`src/rtl/router_pkg.sv`:
```
// ----------------------------------------------------------------------------
// router_pkg
// Shared router definitions: flit width, flit field positions, flit type
// codes, one-hot output-port codes and small flit-decode helpers.
// ----------------------------------------------------------------------------
package router_pkg;

  // Flit layout: [7:6]=type, [5:4]=unused, [3:2]=dest y, [1:0]=dest x
  localparam int unsigned FLIT_W    = 8;
  localparam int unsigned TYPE_HI   = 7;
  localparam int unsigned TYPE_LO   = 6;
  localparam int unsigned DEST_Y_HI = 3;
  localparam int unsigned DEST_Y_LO = 2;
  localparam int unsigned DEST_X_HI = 1;
  localparam int unsigned DEST_X_LO = 0;

  localparam int unsigned NUM_PORTS = 5;

  typedef enum logic [1:0] {
    FT_BODY     = 2'b00,
    FT_TAIL     = 2'b01,
    FT_HDR      = 2'b10,
    FT_HDR_TAIL = 2'b11
  } flit_type_e;

  // One-hot output-port request codes
  localparam logic [NUM_PORTS-1:0] PORT_L = 5'b00001;
  localparam logic [NUM_PORTS-1:0] PORT_E = 5'b00010;
  localparam logic [NUM_PORTS-1:0] PORT_W = 5'b00100;
  localparam logic [NUM_PORTS-1:0] PORT_S = 5'b01000;
  localparam logic [NUM_PORTS-1:0] PORT_N = 5'b10000;

  typedef enum logic {
    ST_IDLE,
    ST_ACTIVE
  } ipb_state_e;

  function automatic logic is_header(input flit_type_e t);
    return (t == FT_HDR) || (t == FT_HDR_TAIL);
  endfunction

  function automatic logic is_tail(input flit_type_e t);
    return (t == FT_TAIL) || (t == FT_HDR_TAIL);
  endfunction

endpackage

```
`src/rtl/flit_fifo.sv`:
```
// ----------------------------------------------------------------------------
// flit_fifo
// Circular-buffer FIFO of DEPTH x FLIT_W. Head data is combinational from
// the read pointer; a pushed entry becomes visible at the head no earlier
// than the following cycle. Push while full and pop while empty are ignored.
//
// Ports
//   clk, rst_n  clock, synchronous active-low reset
//   push        write push_data this cycle (ignored when full)
//   push_data   entry to write
//   pop         discard head entry this cycle (ignored when empty)
//   head        current head entry
//   full        count == DEPTH
//   empty       count == 0
//   count       occupancy, PTR_W+1 bits
// ----------------------------------------------------------------------------
module flit_fifo #(
  parameter int unsigned DEPTH  = 4,
  parameter int unsigned PTR_W  = 2,
  parameter int unsigned FLIT_W = 8
) (
  input  logic              clk,
  input  logic              rst_n,
  input  logic              push,
  input  logic [FLIT_W-1:0] push_data,
  input  logic              pop,
  output logic [FLIT_W-1:0] head,
  output logic              full,
  output logic              empty,
  output logic [PTR_W:0]    count
);

  localparam logic [PTR_W:0] FULL_COUNT = (PTR_W+1)'(DEPTH);

  logic [FLIT_W-1:0] mem [DEPTH];
  logic [PTR_W-1:0]  wr_ptr;
  logic [PTR_W-1:0]  rd_ptr;
  logic [PTR_W:0]    cnt;
  logic              do_push;
  logic              do_pop;

  always_comb begin
    full    = (cnt == FULL_COUNT);
    empty   = (cnt == '0);
    do_push = push & ~full;
    do_pop  = pop & ~empty;
    head    = mem[rd_ptr];
    count   = cnt;
  end

  // Storage is not reset; only the pointers define which entries are live.
  always_ff @(posedge clk) begin
    if (do_push) begin
      mem[wr_ptr] <= push_data;
    end
  end

  // Pointers wrap naturally since DEPTH is a power of two.
  always_ff @(posedge clk) begin
    if (!rst_n) begin
      wr_ptr <= '0;
      rd_ptr <= '0;
      cnt    <= '0;
    end else begin
      if (do_push) begin
        wr_ptr <= wr_ptr + 1'b1;
      end
      if (do_pop) begin
        rd_ptr <= rd_ptr + 1'b1;
      end
      case ({do_push, do_pop})
        2'b10:   cnt <= cnt + 1'b1;
        2'b01:   cnt <= cnt - 1'b1;
        default: cnt <= cnt;
      endcase
    end
  end

endmodule

```
`src/rtl/input_port_buffer.sv`:
```
// ----------------------------------------------------------------------------
// input_port_buffer
// Per-input-port flit buffer ahead of route compute. Queues link flits,
// presents the head flit to route compute, latches the one-hot route of a
// header and holds it toward the switch allocator for the whole packet,
// dequeuing one flit per grant until the tail flit has left.
//
// Ports
//   clk, rst_n  clock, synchronous active-low reset
//   in_flit     flit from upstream link
//   in_valid    in_flit valid
//   in_ready    buffer can accept (count < DEPTH)
//   rc_flit     FIFO head flit to route compute
//   rc_req      one-hot route from route compute [0]L [1]E [2]W [3]S [4]N
//   sa_req      held one-hot request to the switch allocator
//   sa_grant    allocator grant for this port
//   out_flit    flit to crossbar (FIFO head)
//   out_valid   out_flit valid toward crossbar
//   out_tail    out_flit is the last flit of its packet
//   err_drop    one-cycle pulse after a flit was discarded
// ----------------------------------------------------------------------------
module input_port_buffer
  import router_pkg::*;
#(
  parameter int unsigned DEPTH = 4,
  parameter int unsigned PTR_W = 2
) (
  input  logic                 clk,
  input  logic                 rst_n,
  input  logic [FLIT_W-1:0]    in_flit,
  input  logic                 in_valid,
  output logic                 in_ready,
  output logic [FLIT_W-1:0]    rc_flit,
  input  logic [NUM_PORTS-1:0] rc_req,
  output logic [NUM_PORTS-1:0] sa_req,
  input  logic                 sa_grant,
  output logic [FLIT_W-1:0]    out_flit,
  output logic                 out_valid,
  output logic                 out_tail,
  output logic                 err_drop
);

  ipb_state_e           state;
  logic [NUM_PORTS-1:0] route_q;
  logic                 err_q;

  logic [FLIT_W-1:0]    head;
  logic                 full;
  logic                 empty;
  logic [PTR_W:0]       count;

  flit_type_e           head_type;
  logic                 head_hdr;
  logic                 head_tail;
  logic                 route_ok;
  logic                 has_flits;
  logic                 idle_accept;
  logic                 idle_drop;
  logic                 active_pop;
  logic                 fifo_push;
  logic                 fifo_pop;

  flit_fifo #(
    .DEPTH  (DEPTH),
    .PTR_W  (PTR_W),
    .FLIT_W (FLIT_W)
  ) u_fifo (
    .clk       (clk),
    .rst_n     (rst_n),
    .push      (fifo_push),
    .push_data (in_flit),
    .pop       (fifo_pop),
    .head      (head),
    .full      (full),
    .empty     (empty),
    .count     (count)
  );

  always_comb begin
    head_type = flit_type_e'(head[TYPE_HI:TYPE_LO]);
    head_hdr  = is_header(head_type);
    head_tail = is_tail(head_type);
    route_ok  = $onehot(rc_req);
    has_flits = (count != '0);

    // In IDLE the head is either routed (kept in place) or discarded.
    idle_accept = (state == ST_IDLE) && !empty && head_hdr && route_ok;
    idle_drop   = (state == ST_IDLE) && !empty && !(head_hdr && route_ok);
    active_pop  = (state == ST_ACTIVE) && has_flits && sa_grant;

    in_ready  = !full;
    fifo_push = in_valid & in_ready;
    fifo_pop  = idle_drop | active_pop;
  end

  always_ff @(posedge clk) begin
    if (!rst_n) begin
      state   <= ST_IDLE;
      route_q <= '0;
      err_q   <= 1'b0;
    end else begin
      err_q <= idle_drop;
      case (state)
        ST_IDLE: begin
          if (idle_accept) begin
            state   <= ST_ACTIVE;
            route_q <= rc_req;
          end
        end
        ST_ACTIVE: begin
          // Headers met here are forwarded like body flits; only a tail ends the packet.
          if (active_pop && head_tail) begin
            state   <= ST_IDLE;
            route_q <= '0;
          end
        end
        default: begin
          state   <= ST_IDLE;
          route_q <= '0;
        end
      endcase
    end
  end

  always_comb begin
    out_valid = (state == ST_ACTIVE) && has_flits;
    sa_req    = out_valid ? route_q : '0;
    out_tail  = out_valid && head_tail;
    out_flit  = head;
    rc_flit   = head;
    err_drop  = err_q;
  end

endmodule

```
`config.mk`:
```
export PLATFORM = sky130hd
export DESIGN_NAME = input_port_buffer
export DESIGN_NICKNAME = d
export VERILOG_FILES = /design/src/rtl/router_pkg.sv /design/src/rtl/flit_fifo.sv /design/src/rtl/input_port_buffer.sv
export SDC_FILE = /design/constraint.sdc
export NUM_CORES = 1
export LEC_CHECK = 0
export ABC_AREA = 0
export BUFFER_PORTS_ARGS = -buffer_cell sky130_fd_sc_hd__buf_2
export CORE_MARGIN = 10
export CORE_UTILIZATION = 45
export CTS_CLUSTER_SIZE = 28
export DETAILED_ROUTE_END_ITERATION = 10
export GPL_ROUTABILITY_DRIVEN = 0
export GPL_TIMING_DRIVEN = 0
export HOLD_SLACK_MARGIN = 0.06
export PLACE_DENSITY = 0.71
export SLEW_MARGIN = 20
export SYNTH_ARGS = -nofsm -noshare
export SYNTH_HDL_FRONTEND = slang
export SYNTH_SLANG_ARGS = --single-unit
```
`constraint.sdc`:
```
create_clock -name clk -period 7.8 [get_ports clk]
set_input_delay 1.95 -clock clk [delete_from_list [all_inputs] [get_ports clk]]
set_output_delay 1.95 -clock clk [all_outputs]
set_load 0.05 [all_outputs]
```
==> out/metrics.yaml <==
status: "finished clean"
pin_count: 42
number_of_nets_in_the_layout: 229
worst_min_delay_path_category: "register to register"
final_common_cell: "buf_2"
cts-buffers-inserted: 5
max-cap-violations: 0
antenna_found_initial: 0
path_delay_family: "adder cells"
hold_viol: 0
cts_htree_levels: 2
number_of_detailed_routing_iterations_run_before_antenna_repair: 4
yosysWarnings: 0
cp_slowest_stage_delay_ns: 0.50
residual_drc_count: 0
seq_area_frac_synth_pct: 59.4
detailed_route_via_count: 1299
postSynthNetCount: 181
average_routed_wire_per_standard_cell_microns: 15.1
maxSlewHeadroom_pct: 69.1
start_util_pct: 45.9
clock_transition_at_path_regs_ns: 0.09
drt_iter0_markers: 78
tritoncts: "done"
worst_skew_pair_latency_ns: 0.31
pwr_density_cell_nw_per_um2: 375
grt_start_max_net_pins: 17
drt.antenna.violating_nets: 0
postCtsSetupBuffers: 0
maxSlewViolCount: 0
worst_slack_ns: 3.13
grt_usage_pct: 10.4
layout_common_cells: "41 x buf_2, 32 x edfxtp_1, 16 x dfxtp_1, 14 x inv_1, 10 x nand2_1"
fin_total_pwr_mw: 0.955
setup_viol: 0
cp_num_buf_inv: 4
final.period_utilization_pct: 59.8
final_layout_size_suffix_gt1_share_pct: 29.9
cp-start-kind: "input pin"
die_h_microns: 89.2
clock_skew_ns: 0.00844
mappedNetlistArea_sq_um: 2160
register_bit_count_reported_by_yosys: 48
cts-root-buf: "clkbuf_8"
syn_to_final_growth_pct: 18.0
cts-hold-fix-buffers: 0
numClockSinks: 48
post_synthesis_mean_instance_area_sq_um: 13.9
vdd_ir_drop_max_mv: 0.201
yosys.area.top_type: "edfxtp_1"
multi_input_comb_area_sq_um: 739
fillerInstances: 391
netlist_top_cells_area: "edfxtp_1 45%, dfxtp_1 15%, mux4_1 8.5%"
synthDistinctLibCells: 29
end_kind: "register"
pre_cts_ws_ns: 2.80
die-area_sq_um: 7960
global_route.overflow_total: 0
buffer_ports.inserted: 41
sequential_cell_area_sq_um: 1280
fmax_ghz: 0.214
min_period_ns: 4.67
via_count_of_the_first_global_routing_pass: 1346
detailed_place_hpwl_microns: 2930
post_synth_inst_count: 155
worst-slew-pin-transition_ns: 0.464
antenna-diode-count: 0
die_x_microns: 89.2
grt_first_pass_wirelength_microns: 6230
cts_resized: 0
leakagePower_nw: 1.05
placementRows: 25
detail_route.wirelength_microns: 3890
post-synth-top-area-fraction_pct: 44.6
timing.critical_path.cells: "buf_2, inv_1, fa_1, fa_1, inv_1, ha_1, nor3_1, a211o_1, nand2_2, ha_1, inv_1, fa_1, xor2_1, or3_1, a21oi_1"
critical_path_arrival_ns: 4.90
floorplan.core_area_sq_um: 4690
critical-path-slowest-cell: "fa_1"
via_per_inst: 5.03
cts_max_path_buffers: 2
timing_worst_setup_path_type: "input pin to register"
setup-tns-final_ns: 0
cp_data_required_time_ns: 8.04
rsz_0062_raised_after_global_routing: "no"
critical_path.max_fanout: 4
power by group:
group	internal [mW]	switching (mW)	total (mW)	leakage, nW
Combinational	0.143	0.295	0.438	0.573
Clock	0.0965	0.0855	0.182	0.0548
Sequential	0.312	0.0223	0.334	0.424
state kept, by name (all words and copies together) (netlist names), named ones only:
signal         cells
u_fifo.mem        32
u_fifo.rd_ptr      2
err_drop           1
route_q            5
state              1
u_fifo.wr_ptr      2
u_fifo.count       3
metrics by stage:
stage               util (%)  hold slack, ns  instances  area (sq um)
finish                  54.2           0.466        258          2540
global route            54.2           0.494        258          2540
CTS                     54.2           0.463        258          2540
detailed placement      51.8           0.450        250          2430
global placement        51.8           0.442        250          2430
floorplan                  -           0.430        155          2160
layout make-up:
| cell class | instances | share of cell area (%) |
|---|---|---|
| plain buffers | 12 | 3.25 |
| multi-input cells | 81 | 29.1 |
| repair buffers | 41 | 8.07 |
| inverters | 14 | 2.07 |
| well taps | 54 | 2.66 |
| clock buffers | 5 | 2.71 |
| clock inverters | 3 | 1.82 |
| flip-flops and latches | 48 | 50.4 |
Yosys cell counts (all sizes together):
master	count
mux2i	7
dfxtp	16
xnor2	1
and2	7
a21oi	4
edfxtp	32
nand2b	1
fa	3
clkbuf	3
nand3	1
a211o	2
nand2	12
o21ai	2
o31a	1
buf	9
nor3	2
inv	14
nand3b	2
xor2	2
nand4b	1
and3	5
mux4	8
or3b	1
ha	6
or3	7
nor2	6
logic make-up after synthesis:
family | share of synthesized area (%)
XOR/XNOR | 1.22
buffers and inverters | 6.27
adder cells (fa/ha/maj) | 6.27
flip-flops | 59.4
AO/OA/AOI/OAI | 2.61
AND/OR/NAND/NOR | 11.4
multiplexers | 12.8
final timing paths:
| path | start | to | slack (ns) | depth (start not counted) |
|---|---|---|---|---|
| hold / removal | route_q[3] | route_q[3] | 0.47 | 2 |
| hold reg to reg | route_q[3] | route_q[3] | 0.47 | 2 |
| setup reg to reg | register | u_fifo.count[2] | 4.88 | 10 |
| setup / recovery | rc_req[0] | u_fifo.count[2] | 3.13 | 15 |
worst register-to-register path, stage by stage, from the launching register on:
cell and delay [ns]:
dfxtp_1 0.31, clkbuf_1 0.37, mux4_2 0.45, a211o_1 0.36, nand2_2 0.14, ha_1 0.19, inv_1 0.06, fa_1 0.37
xor2_1 0.16, or3_1 0.30, a21oi_1 0.15
layer usage:
| layer | GRT usage, % | routed length [microns] | up-vias |
|---|---|---|---|
| li1 | - | - | 644 |
| met1 | 11.2 | 1520 | 623 |
| met2 | 17.8 | 2100 | 24 |
| met3 | 3.83 | 206 | 8 |
| met4 | 4.77 | 58 | 0 |
| met5 | 0 | 0 | - |
(Power assumes the default switching activity.)
